**src/rtl/bus_pkg.sv**
```systemverilog
// Types and helpers shared by the bus master FSM and the memory slave.
package bus_pkg;

    localparam int ADDR_W_DEF = 4;
    localparam int DATA_W_DEF = 32;
    localparam int LEN_W_DEF  = 4;

    typedef enum logic [1:0] {
        IDLE     = 2'd0,
        WR_BURST = 2'd1,
        RD_WAIT  = 2'd2,
        RD_BURST = 2'd3
    } slave_state_t;

    // A zero length field still moves one beat.
    function automatic logic [31:0] beat_count(input logic [31:0] len);
        return (len == 32'd0) ? 32'd1 : len;
    endfunction

endpackage

```
**src/rtl/bus_slave_ram.sv**
```systemverilog
// Simple dual-port RAM: one write port, one registered read port, no reset.
module bus_slave_ram #(
    parameter int ADDR_W = 4,
    parameter int DATA_W = 32
) (
    input  logic              clock,
    input  logic              i_we,
    input  logic [ADDR_W-1:0] i_waddr,
    input  logic [DATA_W-1:0] i_wdata,
    input  logic              i_re,
    input  logic [ADDR_W-1:0] i_raddr,
    output logic [DATA_W-1:0] o_rdata
);

    logic [DATA_W-1:0] r_mem [2**ADDR_W];
    logic [DATA_W-1:0] r_q;

    always_ff @(posedge clock) begin
        if (i_we) r_mem[i_waddr] <= i_wdata;
        if (i_re) r_q <= r_mem[i_raddr];
    end

    assign o_rdata = r_q;

endmodule

```
**src/rtl/bus_slave_mem.sv**
```systemverilog
// Burst memory slave: FSM, beat/latency counters, wrapping address incrementer.
// Optional error reporting (io_err) enabled by defining BUS_SLAVE_ERR_EN.
module bus_slave_mem
    import bus_pkg::*;
#(
    parameter int ADDR_W = ADDR_W_DEF,
    parameter int DATA_W = DATA_W_DEF,
    parameter int LEN_W  = LEN_W_DEF,
    parameter int RD_LAT = 1
) (
    input  logic              clock,
    input  logic              reset,
    input  logic              io_wr,
    input  logic              io_rd,
    input  logic [ADDR_W-1:0] io_address,
    input  logic [LEN_W-1:0]  io_length,
    input  logic [DATA_W-1:0] io_wdata,
    output logic              io_ready,
    output logic [DATA_W-1:0] io_rdata,
    output logic              io_rddatavalid,
    output logic              io_busy
`ifdef BUS_SLAVE_ERR_EN
    ,
    output logic              io_err
`endif
);

    slave_state_t      r_state, w_state_nxt;
    logic [ADDR_W-1:0] r_addr, w_addr_nxt;
    logic [LEN_W-1:0]  r_beats, w_beats_nxt;
    logic [LEN_W-1:0]  r_cnt, w_cnt_nxt;
    logic [2:0]        r_lat, w_lat_nxt;
    logic              r_ready, w_ready_nxt;
    logic              r_rdv, w_rdv_nxt;
    logic              r_rd_gate;
    logic              w_we, w_re;
    logic [ADDR_W-1:0] w_beat_addr;
    logic [DATA_W-1:0] w_ram_q;

    // Beat address wraps naturally in ADDR_W bits.
    assign w_beat_addr = r_addr + ADDR_W'(r_cnt);

    always_comb begin
        w_state_nxt = r_state;
        w_addr_nxt  = r_addr;
        w_beats_nxt = r_beats;
        w_cnt_nxt   = r_cnt;
        w_lat_nxt   = r_lat;
        w_ready_nxt = 1'b0;
        w_rdv_nxt   = 1'b0;
        w_we        = 1'b0;
        w_re        = 1'b0;
        case (r_state)
            IDLE: begin
                if (io_wr || io_rd) begin
                    w_addr_nxt  = io_address;
                    w_beats_nxt = LEN_W'(beat_count(32'(io_length)));
                    w_cnt_nxt   = '0;
                    w_lat_nxt   = '0;
                    w_ready_nxt = 1'b1;
                    w_state_nxt = io_wr ? WR_BURST : RD_WAIT;
                end
            end
            WR_BURST: begin
                if (!io_wr) begin
                    w_state_nxt = IDLE;
                end else begin
                    w_we = 1'b1;
                    if (r_cnt == r_beats - LEN_W'(1)) begin
                        w_state_nxt = IDLE;
                    end else begin
                        w_cnt_nxt   = r_cnt + LEN_W'(1);
                        w_ready_nxt = 1'b1;
                    end
                end
            end
            RD_WAIT: begin
                // The ready cycle counts as lat 0; the RAM read for beat 0 is
                // issued on the last wait cycle so data lands with rddatavalid.
                if (r_lat == 3'(RD_LAT)) begin
                    w_re        = 1'b1;
                    w_cnt_nxt   = r_cnt + LEN_W'(1);
                    w_rdv_nxt   = 1'b1;
                    w_state_nxt = RD_BURST;
                end else begin
                    w_lat_nxt = r_lat + 3'd1;
                end
            end
            RD_BURST: begin
                if (r_cnt == r_beats) begin
                    w_state_nxt = IDLE;
                end else begin
                    w_re      = 1'b1;
                    w_cnt_nxt = r_cnt + LEN_W'(1);
                    w_rdv_nxt = 1'b1;
                end
            end
            default: w_state_nxt = IDLE;
        endcase
    end

    always_ff @(posedge clock) begin
        if (reset) begin
            r_state   <= IDLE;
            r_addr    <= '0;
            r_beats   <= '0;
            r_cnt     <= '0;
            r_lat     <= '0;
            r_ready   <= 1'b0;
            r_rdv     <= 1'b0;
            r_rd_gate <= 1'b0;
        end else begin
            r_state   <= w_state_nxt;
            r_addr    <= w_addr_nxt;
            r_beats   <= w_beats_nxt;
            r_cnt     <= w_cnt_nxt;
            r_lat     <= w_lat_nxt;
            r_ready   <= w_ready_nxt;
            r_rdv     <= w_rdv_nxt;
            r_rd_gate <= r_rd_gate | w_rdv_nxt;
        end
    end

    bus_slave_ram #(.ADDR_W(ADDR_W), .DATA_W(DATA_W)) u_ram (
        .clock   (clock),
        .i_we    (w_we & ~reset),
        .i_waddr (w_beat_addr),
        .i_wdata (io_wdata),
        .i_re    (w_re & ~reset),
        .i_raddr (w_beat_addr),
        .o_rdata (w_ram_q)
    );

    // RAM output register has no reset; mask it until the first read beat.
    assign io_rdata       = r_rd_gate ? w_ram_q : '0;
    assign io_ready       = r_ready;
    assign io_rddatavalid = r_rdv;
    assign io_busy        = (r_state != IDLE);

`ifdef BUS_SLAVE_ERR_EN
    logic w_cmd_err;
    logic r_err, r_err_seen;

    assign w_cmd_err = (r_state == IDLE) && (io_wr || io_rd) &&
                       ((io_wr && io_rd) || (io_length == '0));

    always_ff @(posedge clock) begin
        if (reset) begin
            r_err      <= 1'b0;
            r_err_seen <= 1'b0;
        end else begin
            r_err_seen <= r_err_seen | w_cmd_err;
            r_err      <= w_cmd_err | ((r_err_seen | w_cmd_err) && (w_state_nxt == IDLE));
        end
    end

    assign io_err = r_err;
`endif

endmodule

```
**config.mk**
```make
export PLATFORM = sky130hd
export DESIGN_NAME = bus_slave_mem
export DESIGN_NICKNAME = d
export VERILOG_FILES = /design/src/rtl/bus_pkg.sv /design/src/rtl/bus_slave_ram.sv /design/src/rtl/bus_slave_mem.sv
export SDC_FILE = /design/constraint.sdc
export NUM_CORES = 1
export LEC_CHECK = 0
export ABC_CLOCK_PERIOD_IN_PS = 11280
export BUFFER_PORTS_ARGS = -buffer_cell sky130_fd_sc_hd__buf_2
export CAP_MARGIN = 20
export CORE_MARGIN = 5
export CORE_UTILIZATION = 38
export CTS_CLUSTER_SIZE = 12
export DETAILED_ROUTE_END_ITERATION = 8
export PLACE_DENSITY = 0.55
export SLEW_MARGIN = 20
export SYNTH_ARGS = -nofsm -noshare
export SYNTH_HDL_FRONTEND = slang
export SYNTH_SLANG_ARGS = --single-unit
```
**constraint.sdc**
```tcl
create_clock -name clock -period 11.28 [get_ports clock]
set_input_delay 2.256 -clock clock [delete_from_list [all_inputs] [get_ports clock]]
set_output_delay 2.256 -clock clock [all_outputs]
set_load 0.1 [all_outputs]
```
Word level (Yosys, flattened, before mapping)
Memory sizes are Yosys's and may differ from the RTL's. A register that Yosys moved wholly into a read port is not among the register bits.
Index checks and enable logic that the tools add are counted.

cells by class
  muxes and demuxes = 29
  reduce and logical (&&, ||, !) cells = 9
  bitwise gates (word level) = 4
  eq/ne operators = 14
  $add $sub $neg = 4

operator list
  operator             count
  $mux 32              1
  $mux 4               6
  $pmux 4 s4           1
  $ne 2x2->1 const B   7
  $mux 2               6
  $mux 1               9
  $eq 4x4->1           2
  $pmux 2 s4           1
  $mux 3               2
  $pmux 3 s2           1
  $reduce_and 5->1     1
  $add 4x1->4 const B  1
  $add 4x4->4          1
  $eq 2x2->1 const B   2
  $logic_not 4->1      1
  $pmux 1 s2           2
  $reduce_and 4->1     1
  $reduce_bool 2->1    2
  $sub 4x1->4 const B  1
  $add 3x1->3 const B  1
  $eq 3x1->1 const B   1
  $ne 3x3->1 const B   1
  $reduce_and 3->1     1
  $and 1x1->1          2
  6 further kinds      6

word-level totals
  bits in registers = 20
  bits of input ports = 44
  memories = 1
  output and inout bits = 35
  bits in writable memories = 512
  word-level logic and storage cells = 69

memories
  memory       depth  width  rd ports  clocked after Yosys merged registers in  wr ports  RTL line             RTL
  u_ram.r_mem  16     32     1         1                                        1         bus_slave_ram.sv:15  logic [DATA_W-1:0] r_mem [2**ADDR_W];

Longest topological paths before layout
  word-level depth = 5
  depth in mapped cells = 8
  depth with buffers taken out = 7

Hierarchy
From an unflattened synthesis, not the netlist that was laid out.

second synthesis, totals
  cells, all modules = 1010
  area, all modules = 21460.6 sq um

modules (own cells, without submodules)
  module         times used  area each (sq um)  cells each
  bus_slave_ram  1           20155.6            838
  bus_slave_mem  1           1305.0             172

Least setup slack after synthesis
No wires, ideal clock.

  kind = in2reg
  start point = input reset
  end point = memory u_ram.r_mem[10][0] (enable)
  path slack = 5.738 ns
  arrival time = 5.081 ns
  stages on the path = 5
  buffers on the path = 0
  cells stage by stage = inv_1 and3_1 nand2_1 or2_2 nor3_1

between the ends
  word-level cells in the longest chain between the ends = 4

ends and longest elaborated chain
  item                          RTL line              RTL
  start: declaration            bus_slave_mem.sv:12   input logic reset,
  $not 1->1                     bus_slave_mem.sv:126  .i_we (w_we & ~reset),
  $and 1x1->1                   bus_slave_mem.sv:126
  $mux 1                        bus_slave_ram.sv:19   if (i_we) r_mem[i_waddr] <= i_wdata;
  $mux 1 (implied by the code)  bus_slave_ram.sv:19
  end: declaration              bus_slave_ram.sv:15

Every way passes these cells.

Final worst setup path
  start point = register r_rd_gate
  end point = output io_rdata[1]

between the ends
  word-level cells in the longest chain between the ends = 1

ends and longest elaborated chain
  item                      RTL line              RTL
  start: declaration        bus_slave_mem.sv:35   logic r_rd_gate;
  start signal: assignment  bus_slave_mem.sv:120  r_rd_gate <= r_rd_gate | w_rdv_nxt;
  $mux 32                   bus_slave_mem.sv:135  assign io_rdata = r_rd_gate ? w_ram_q : '0;
  end: declaration          bus_slave_mem.sv:19   output logic [DATA_W-1:0] io_rdata,

Every way passes these cells.

==> impl_metrics.csv <==
group,metric,value,unit
placed_design,dp.cells,1889,
detailed_routing,topRoutingLayerUsed,"met4",
critical_path,start_kind,"flop",
critical_path,rrSetupSlack,6870,ps
detailed_routing,finalWirelength,49.23,mm
sta,maxSlewViolCount,0,
logic_synthesis,synth_top_area_frac,0.7508,
power,p_clk_frac,0.386,
sta,rsz0062_at_grt,"no",
logic_synthesis,ys_seq_elements,564,
clocking,clk_pin_slew_worst_paths,60,ps
logic_synthesis,synth_edf_count,544,
critical_path,crit_fanout,20,
detailed_routing,post_drt_wl_per_cell,24.73,um
logic_synthesis,yosysMostFrequentCell,"edfxtp_1",
outcome,status,"finished, final reports clean",
power,leakage,7.930,nW
clocking,post-cts-setup-buffer-count,0,
logic_synthesis,synth_area_leaders,"edfxtp_1 (75%), mux4_2 (13%), and2_1 (1.8%)",
die,die_area,62140,um2
power,p_per_area,181.4,nW/um2
hold_path,hold_depth,2,
logic_synthesis,yosys_warnings,0,
die,fp.dieW,249.3,um
clocking,hold_buffers,0,
hold_path,hold_class,"flop to flop",
die,start_util,0.3844,
cells_and_area,fin_nets,1246,
clocking,cts_root_buf,"clkbuf_16",
placed_design,numPortBuffers,78,
critical_path,crit_type,"flop to output port",
grt,antenna_found_initial,0,
detailed_routing,vias,10576,
detailed_routing,drt_iter0_markers,758,
power,intPower,3.486,mW
sta,final.setup.tns,0,ps
logic_synthesis,avgSynthCellArea,20.16,um2
sta,tightestPinTransition,1077,ps
sta,skew,33.91,ps
cells_and_area,fin_util,0.4430,
grt,grt_max_degree,71,
logic_synthesis,synthFlopType,"edfxtp_1",
sta,hold_viol,0,
clocking,clk_latency,630,ps
logic_synthesis,synth-async-reset-ratio,0,
clocking,cts_made_buffers,59,
critical_path,worstRegToRegCells,8,
die,die_y,249.3,um
power,pwr-share-seq,0.511,
critical_path,cp.arrival,2510,ps
logic_synthesis,syn_area,21760,um2
sta,relSlewSlack,0.2817,
cells_and_area,finalNonFillerCells,1991,
detailed_routing,ant_nets,0,
detailed_routing,route.detailed.drc,0,
grt,gr-usage-all-layers,0.1568,
power,ir_drop,0.1189,mV
detailed_routing,routed_via_density,5.312,
placed_design,dp_slack,6197,ps
clocking,ctsResizeCount,0,
detailed_routing,route.met3.wl,1.662,mm
sta,finalCritPeriodShare,0.4226,
critical_path,rr_endpoint,"u_ram.o_rdata[10]$_DFFE_PP_",
grt,overflow,0,
hold_path,min_from,"r_addr[3]$_SDFFE_PP0P_",
critical_path,r2r-start,"r_cnt[0]$_SDFFE_PP0P_",
clocking,clockBufferDepth,3,
detailed_routing,drt_first_pass_iters,5,
power,sw_frac_of_total,0.2336,
die,rows,87,
critical_path,cp-end-kind,"output port",
logic_synthesis,synth_nets,1131,
sta,finalCriticalPeriod,4767,ps
cells_and_area,syn2layout_area_growth,15.26,%
logic_synthesis,synth_common_cells,"edfxtp_1 (544), mux4_2 (128), nand2_1 (87)",
die,coreArea,56600,um2
die,pin_count,79,
logic_synthesis,synth_top_cell_by_area,"edfxtp_1",
clocking,cts.sinks,564,
detailed_routing,met2WireLength,24.39,mm
cells_and_area,diodes,0,
grt,grt_pass1_wl,74.11,mm
grt,grt_pass1_vias,11234,
hold_path,whs_endpoint,"r_addr[3]$_SDFFE_PP0P_",
power,p_sw,1.063,mW
placed_design,dpl.hpwl,28.37,mm
clocking,htreeDepth,2,
placed_design,gp_congestion,0.7368,
clocking,tritoncts,"yes",
critical_path,cp.required,9020,ps
cells_and_area,drive_gt1_frac,0.2753,
logic_synthesis,yosysSeqAreaShare,0.7692,
logic_synthesis,ys_types,37,
sta,clock.fmax,0.2098,GHz
detailed_routing,drt-met1-wl,22.12,mm
power,combPwrFrac,0.103,
sta,fin_ws,6513,ps
sta,setup_violations,0,
logic_synthesis,syn_inst,1079,
run,drv_cap,0,
[how the worst max path moves through the flow]
stage | depth (start not counted) | startpoint | slack [ps] | end
2_1_floorplan | 5 | reset | 5740 | u_ram.r_mem[10][0]$_DFFE_PP_
3_3_place_gp | 7 | reset | 6270 | u_ram.r_mem[8][6]$_DFFE_PP_
3_5_place_dp | 7 | reset | 6200 | u_ram.r_mem[8][6]$_DFFE_PP_
4_1_cts | 3 | r_rd_gate$_SDFF_PP0_ | 6360 | io_rdata[1]
5_1_grt | 3 | r_rd_gate$_SDFF_PP0_ | 6350 | io_rdata[20]
6_report | 3 | r_rd_gate$_SDFF_PP0_ | 6510 | io_rdata[1]
[final cells by class]
type                       instances  area (um2)
clock buffer                      70        1518
clock inverter                    32       206.4
fill                            4955       31530
inverter                           7       26.28
multi-input combinational        449        4891
sequential                       564       16740
tap                              756       945.9
timing repair buffer             113       753.2
[cell usage in the layout (no fill, tap or decap), types with 2 or more instances in the layout]
| cell | count |
|---|---|
| xnor2_2 | 2 |
| clkbuf_16 | 59 |
| nor2_4 | 8 |
| ha_1 | 6 |
| dfxtp_1 | 20 |
| or2_2 | 2 |
| buf_4 | 29 |
| mux4_2 | 128 |
| buf_16 | 4 |
| clkinv_2 | 10 |
| nor2b_1 | 3 |
| a21o_1 | 2 |
| edfxtp_1 | 544 |
| nand2b_1 | 2 |
| a21oi_1 | 15 |
| a31oi_1 | 32 |
| nand3_1 | 8 |
| xor2_1 | 2 |
| inv_1 | 7 |
| clkinv_1 | 17 |
| buf_2 | 78 |
| nor2_1 | 7 |
| nor3_2 | 10 |
| o21ai_0 | 3 |
| xnor2_1 | 7 |
| clkbuf_1 | 11 |
| nor3_1 | 10 |
| a211oi_1 | 33 |
| and2_1 | 64 |
| nand2_1 | 87 |
| nand4_1 | 3 |
| and3_1 | 2 |
[registers in the layout, indices dropped and copies added (netlist names)]
name and count:
r_lat 3, r_addr 4, r_state 2, r_beats 4
u_ram.r_mem 512, io_rddatavalid 1, io_ready 1, r_cnt 4
r_rd_gate 1, u_ram.o_rdata 32
[metrics by stage]
stage          area [um2]  hold WS [ps]  power [mW]
2_1_floorplan       21760         440.6       2.710
3_3_place_gp        23200         469.1       2.850
3_5_place_dp        23350         474.0       2.850
4_1_cts             25070         486.4       4.611
5_1_grt             25080         510.6       4.735
6_report            25080         486.3       4.549
[power by group through the flow]
stage / sequential, mW / combinational, mW / clock (mW)
floorplan: 2.37 / 0.341 / 0
global placement: 2.37 / 0.480 / 0
detailed placement: 2.37 / 0.480 / 0
CTS: 2.33 / 0.482 / 1.80
global route: 2.33 / 0.511 / 1.90
finish: 2.33 / 0.468 / 1.76
[critical path: stages (launching register included)]
cell     delay, ps
dfxtp_1        820
buf_4          410
and2_1         220
buf_2          440
[per-layer routing]
layer,up-vias,GRT usage
met5,-,0
li1,4621,-
met3,65,0.02255
met4,0,0.04233
met1,5688,0.2186
met2,202,0.2616
[kinds of logic (layout without fill, tap and decap cells)]
kind of cell | Yosys count | after routing | share of synthesized area
adders and majority gates | 8 | 8 | 0.004946
and+or+nand+nor | 207 | 207 | 0.04624
buffers and inverters | 66 | 222 | 0.01351
DFF | 564 | 564 | 0.7692
xor gates and xnor gates | 12 | 12 | 0.004831
AOI/OAI and AO/OA | 94 | 94 | 0.02875
muxes | 128 | 128 | 0.1325
Power figures use the tool's default switching activity.
